## src/rtl/sync_memory.sv

```systemverilog
// Single-port synchronous RAM with a registered read port (1-cycle latency).
// Define SYNC_MEMORY_CLEAR_EN to have reset also clear every array word.
module sync_memory #(
  parameter int DATA_WIDTH = 8,
  parameter int ADDR_WIDTH = 4
) (
  input  logic                  clk,
  input  logic                  rst,
  input  logic [ADDR_WIDTH-1:0] addr_i,
  input  logic                  rw_i,
  input  logic                  en_i,
  input  logic [DATA_WIDTH-1:0] data_i,
  output logic [DATA_WIDTH-1:0] data_o,
  output logic                  valid_o
);

  localparam int DEPTH = 1 << ADDR_WIDTH;

  logic [DATA_WIDTH-1:0] r_mem [DEPTH];
  logic [DATA_WIDTH-1:0] r_data;
  logic                  r_valid;
  logic                  w_wr;
  logic                  w_rd;

  assign w_wr = en_i & rw_i;
  assign w_rd = en_i & ~rw_i;

`ifdef SYNC_MEMORY_CLEAR_EN
  always_ff @(posedge clk) begin
    if (!rst) begin
      for (int i = 0; i < DEPTH; i++) begin
        r_mem[i] <= '0;
      end
    end else if (w_wr) begin
      r_mem[addr_i] <= data_i;
    end
  end
`else
  // NOTE: the array has no reset so it maps onto plain block RAM; rst only
  // gates the write enable so a write sampled during reset is dropped.
  always_ff @(posedge clk) begin
    if (rst && w_wr) begin
      r_mem[addr_i] <= data_i;
    end
  end
`endif

  // NOTE: all sequential state uses non-blocking assignments so every
  // register samples the pre-edge values, independent of block ordering.
  always_ff @(posedge clk) begin
    if (!rst) begin
      r_data  <= '0;
      r_valid <= 1'b0;
    end else begin
      r_valid <= w_rd;
      if (w_rd) begin
        r_data <= r_mem[addr_i];
      end
    end
  end

  assign data_o  = r_data;
  assign valid_o = r_valid;

endmodule

```

## config.mk

```make
export PLATFORM = sky130hd
export DESIGN_NAME = sync_memory
export DESIGN_NICKNAME = d
export VERILOG_FILES = /design/src/rtl/sync_memory.sv
export SDC_FILE = /design/constraint.sdc
export NUM_CORES = 1
export LEC_CHECK = 0
export ABC_CLOCK_PERIOD_IN_PS = 2100
export BUFFER_PORTS_ARGS = -buffer_cell sky130_fd_sc_hd__buf_2
export CORE_ASPECT_RATIO = 0.5
export CORE_MARGIN = 2
export CORE_UTILIZATION = 33
export DETAILED_ROUTE_END_ITERATION = 8
export GPL_ROUTABILITY_DRIVEN = 0
export PLACE_DENSITY = 0.6
export SYNTH_ARGS = -nofsm -noshare
export SYNTH_HDL_FRONTEND = slang
export SYNTH_SLANG_ARGS = --single-unit
```

## constraint.sdc

```tcl
create_clock -name clk -period 2.1 [get_ports clk]
set_input_delay 0.42 -clock clk [delete_from_list [all_inputs] [get_ports clk]]
set_output_delay 0.42 -clock clk [all_outputs]
set_load 0.01 [all_outputs]
```

==> summary.txt <==
Outcome
  • Status: finished, final reports clean

Setup path
  • Reg2reg end: data_o[4]$_SDFFE_PN0P_
  • Reg-to-reg critical path startpoint: r_mem[12][4]$_DFFE_PP_
  • CP Capture Type: flip-flop
  • Type of the worst setup path: input port to flip-flop
  • Reg2reg setup slack: 0.77 ns
  • CP arrival: 1.67 ns
  • Worst-path maximum fanout: 23
  • Critical path launch point type: input port
  • Reg2reg path depth: 4
  • Worst EP required: 2.22 ns

STA
  • Fmax: 0.6475 GHz
  • RSZ-0062 raised after global routing: no
  • Tcrit/Tclk final: 0.7355
  • Fin crit period: 1.544 ns
  • Max transition margin: 0.6754
  • Final setup viols: 0
  • Final-report hold violation count: 0
  • Worst-Margin Slew: 0.4859 ns
  • Final Slew Violations: 0
  • Sum of negative setup slack: 0 ns
  • Final Skew: 0.006009 ns

Synthesis
  • Synth unique cells: 30
  • Register area share after synthesis: 0.7450
  • Syn Area/Cell: 17.59 sq um
  • Syn Std Cell Area: 5401 sq um
  • Cells after Synth: 307
  • Synthesis Warnings: 0
  • Register bit total from synthesis: 137
  • Post-Syn Nets: 323

Final layout
  • Post-layout utilization of the core: 0.4149
  • Diode count: 0
  • Layout cells sized above 1: 0.2574
  • Register area: 4024 sq um
  • Multi-input logic area: 1267 sq um
  • Fillers: 1415
  • Layout area overhead: 20.55%
  • Fin nets: 376

Pwr
  • Pwr per Cell Area: 975.9 nW/um^2
  • Internal Pwr Total: 5100 uW
  • Clock Power Share: 0.479
  • Worst ir drop on vdd: 0.5561 mV
  • Flop pwr share: 0.476
  • Net Sw Frac: 0.1974
  • Leakage: 0.002280 uW
  • Gate power share: 0.045
  • Power Total: 6354 uW
  • Psw: 1254 uW

Clock tree
  • Total clock sinks: 137
  • Root Buffer: clkbuf_16
  • Clk pin slew, worst setup/hold paths: 0.06 ns
  • Hold_buf cts: 0
  • Latest clock arrival within the worst-skew pair: 0.41 ns
  • CTS tree: built
  • Setup Fix Bufs, Post-CTS: 0
  • Post-CTS sizing: 0
  • Max H-tree Level: 4
  • Clock Tree Buf Depth: 2
  • TritonCTS buffer count: 17

Route
  • Vias after detailed routing: 2828
  • Routed WL: 10730 microns
  • Drt wl/cell: 18.07 microns
  • Drt first pass iters: 5
  • Residual DRC: 0
  • Antenna viol nets, final: 0
  • Drt first-iter violations: 301
  • Avg Vias per Cell: 4.761

Floorplan
  • Die X: 184.9 microns
  • Initial core utilization: 0.3441
  • Die ar.: 17470 sq um
  • Chip Height: 94.47 microns
  • # IOs: 25
  • Row count: 32
  • Core ar.: 15700 sq um

Placement
  • Port Buf Inserts: 24
  • Post-DP HPWL: 7027 microns

Global routing
  • First-pass GRT wire length: 16500 microns
  • GRT Util Overall: 0.1341
  • Vias in the first global route: 2853
  • Largest net degree at the start of global routing: 32
  • Initial antenna violation count: 0
  • GRT overflow: 0

Hold path
  • Hold Crit Start: rst
  • Hold Path Cell Cnt: 3
  • Worst Hold Class: input port to flip-flop
  • Worst hold path endpoint: data_o[4]$_SDFFE_PN0P_

Flow run
  • Max-capacitance violation count: 0
## power by group through the flow
stage,sequential [uW],combinational [uW],clock [uW]
final,3020,286,3050
after global routing,3020,314,3230
after CTS,3020,290,3090
after detailed placement,3080,289,0
after global placement,3080,287,0
after floorplan,3080,176,0
## logic make-up after synthesis
logic type,count (synthesis),share of synthesized area
AO/OA/AOI/OAI,34,0.03984
buffers and inverters,15,0.02316
flip-flops,137,0.7450
multiplexers,53,0.1244
AND/OR/NAND/NOR,68,0.06764
## state kept, by name (all words and copies together), names as in the netlist
| name | count |
|---|---|
| data_o | 8 |
| r_mem | 128 |
| valid_o | 1 |
## cells in the final DEF, fill, tap and decap left out, drive strengths merged, types with 6 or more instances in the layout
cell / netlist / layout
nand2: 12 / 12
nand3: 6 / 6
nor2: 17 / 17
o21ai: 8 / 8
nand2b: 7 / 7
edfxtp: 128 / 128
clkinv: 0 / 6
mux4: 11 / 11
nor3: 10 / 10
mux2i: 42 / 42
clkbuf: 2 / 19
buf: 13 / 49
dfxtp: 9 / 9
o22ai: 16 / 16
## stage by stage
step | instances | setup slack [ns] | hold WS, ns | area (sq um)
3_5_place_dp | 562 | 0.1692 | 0.5289 | 5901
4_1_cts | 594 | 0.5956 | 0.3692 | 6511
6_report | 594 | 0.5555 | 0.3882 | 6511
5_1_grt | 594 | 0.4725 | 0.3856 | 6511
3_3_place_gp | 562 | 0.1315 | 0.5461 | 5901
2_1_floorplan | 307 | 0.08724 | 0.5189 | 5416
## synth_stat cells
library cell,count,area [sq um]
nor2_1,17,63.81
nor2b_1,2,12.51
buf_2,3,15.01
nand2_1,12,45.04
edfxtp_1,128,3844
o21ai_0,8,40.04
nand3_1,6,30.03
nand3b_1,3,22.52
nor3_2,3,30.03
and3_1,4,25.02
mux4_1,1,26.28
and2_1,1,6.260
nor3_1,7,35.03
dfxtp_1,9,180.2
or3b_4,1,11.26
or2_4,1,8.760
or3_1,1,6.260
or3b_1,1,8.760
clkbuf_1,2,7.510
nand2b_1,7,43.79
mux2i_1,42,420.4
a2bb2oi_1,5,43.79
buf_6,4,45.04
a31oi_1,5,31.28
and2b_4,1,10.01
mux4_2,10,225.2
and2_0,1,6.260
o22ai_1,16,100.1
buf_12,1,20.02
buf_4,5,37.54
## area by class of cell
| class | count | share of cell area |
|---|---|---|
| Sequential cell | 137 | 0.6180 |
| Multi-Input combinational cell | 155 | 0.1947 |
| Clock buffer | 19 | 0.06649 |
| Timing Repair Buffer | 49 | 0.05111 |
| Tap cell | 221 | 0.04247 |
| Clock inverter | 13 | 0.02729 |
## worst max-delay path, stage by stage
cell     delay (ns)
buf_2          0.10
buf_12         0.19
and2_0         0.24
nand2_1        0.15
nor2_1         0.32
buf_4          0.22
## worst max-delay path by stage
stage | cells after the start | end | startpoint | slack [ns]
2_1_floorplan | 6 | r_mem[12][0]$_DFFE_PP_ | addr_i[0] | 0.09
4_1_cts | 6 | r_mem[7][4]$_DFFE_PP_ | addr_i[0] | 0.60
3_3_place_gp | 6 | r_mem[7][1]$_DFFE_PP_ | addr_i[0] | 0.13
3_5_place_dp | 6 | r_mem[7][0]$_DFFE_PP_ | addr_i[0] | 0.17
5_1_grt | 5 | r_mem[7][1]$_DFFE_PP_ | addr_i[1] | 0.47
6_report | 6 | r_mem[7][1]$_DFFE_PP_ | addr_i[0] | 0.56
## routing by layer
layer | global-route usage | part of all wire | up-vias
met3 | 0.04358 | 0.066 | 8
li1 | - | - | 1330
met2 | 0.2076 | 0.46 | 94
met5 | 0 | 0 | -
met1 | 0.1798 | 0.47 | 1396
met4 | 0.04365 | 0.0090 | 0
Power figures use the tool's default switching activity.
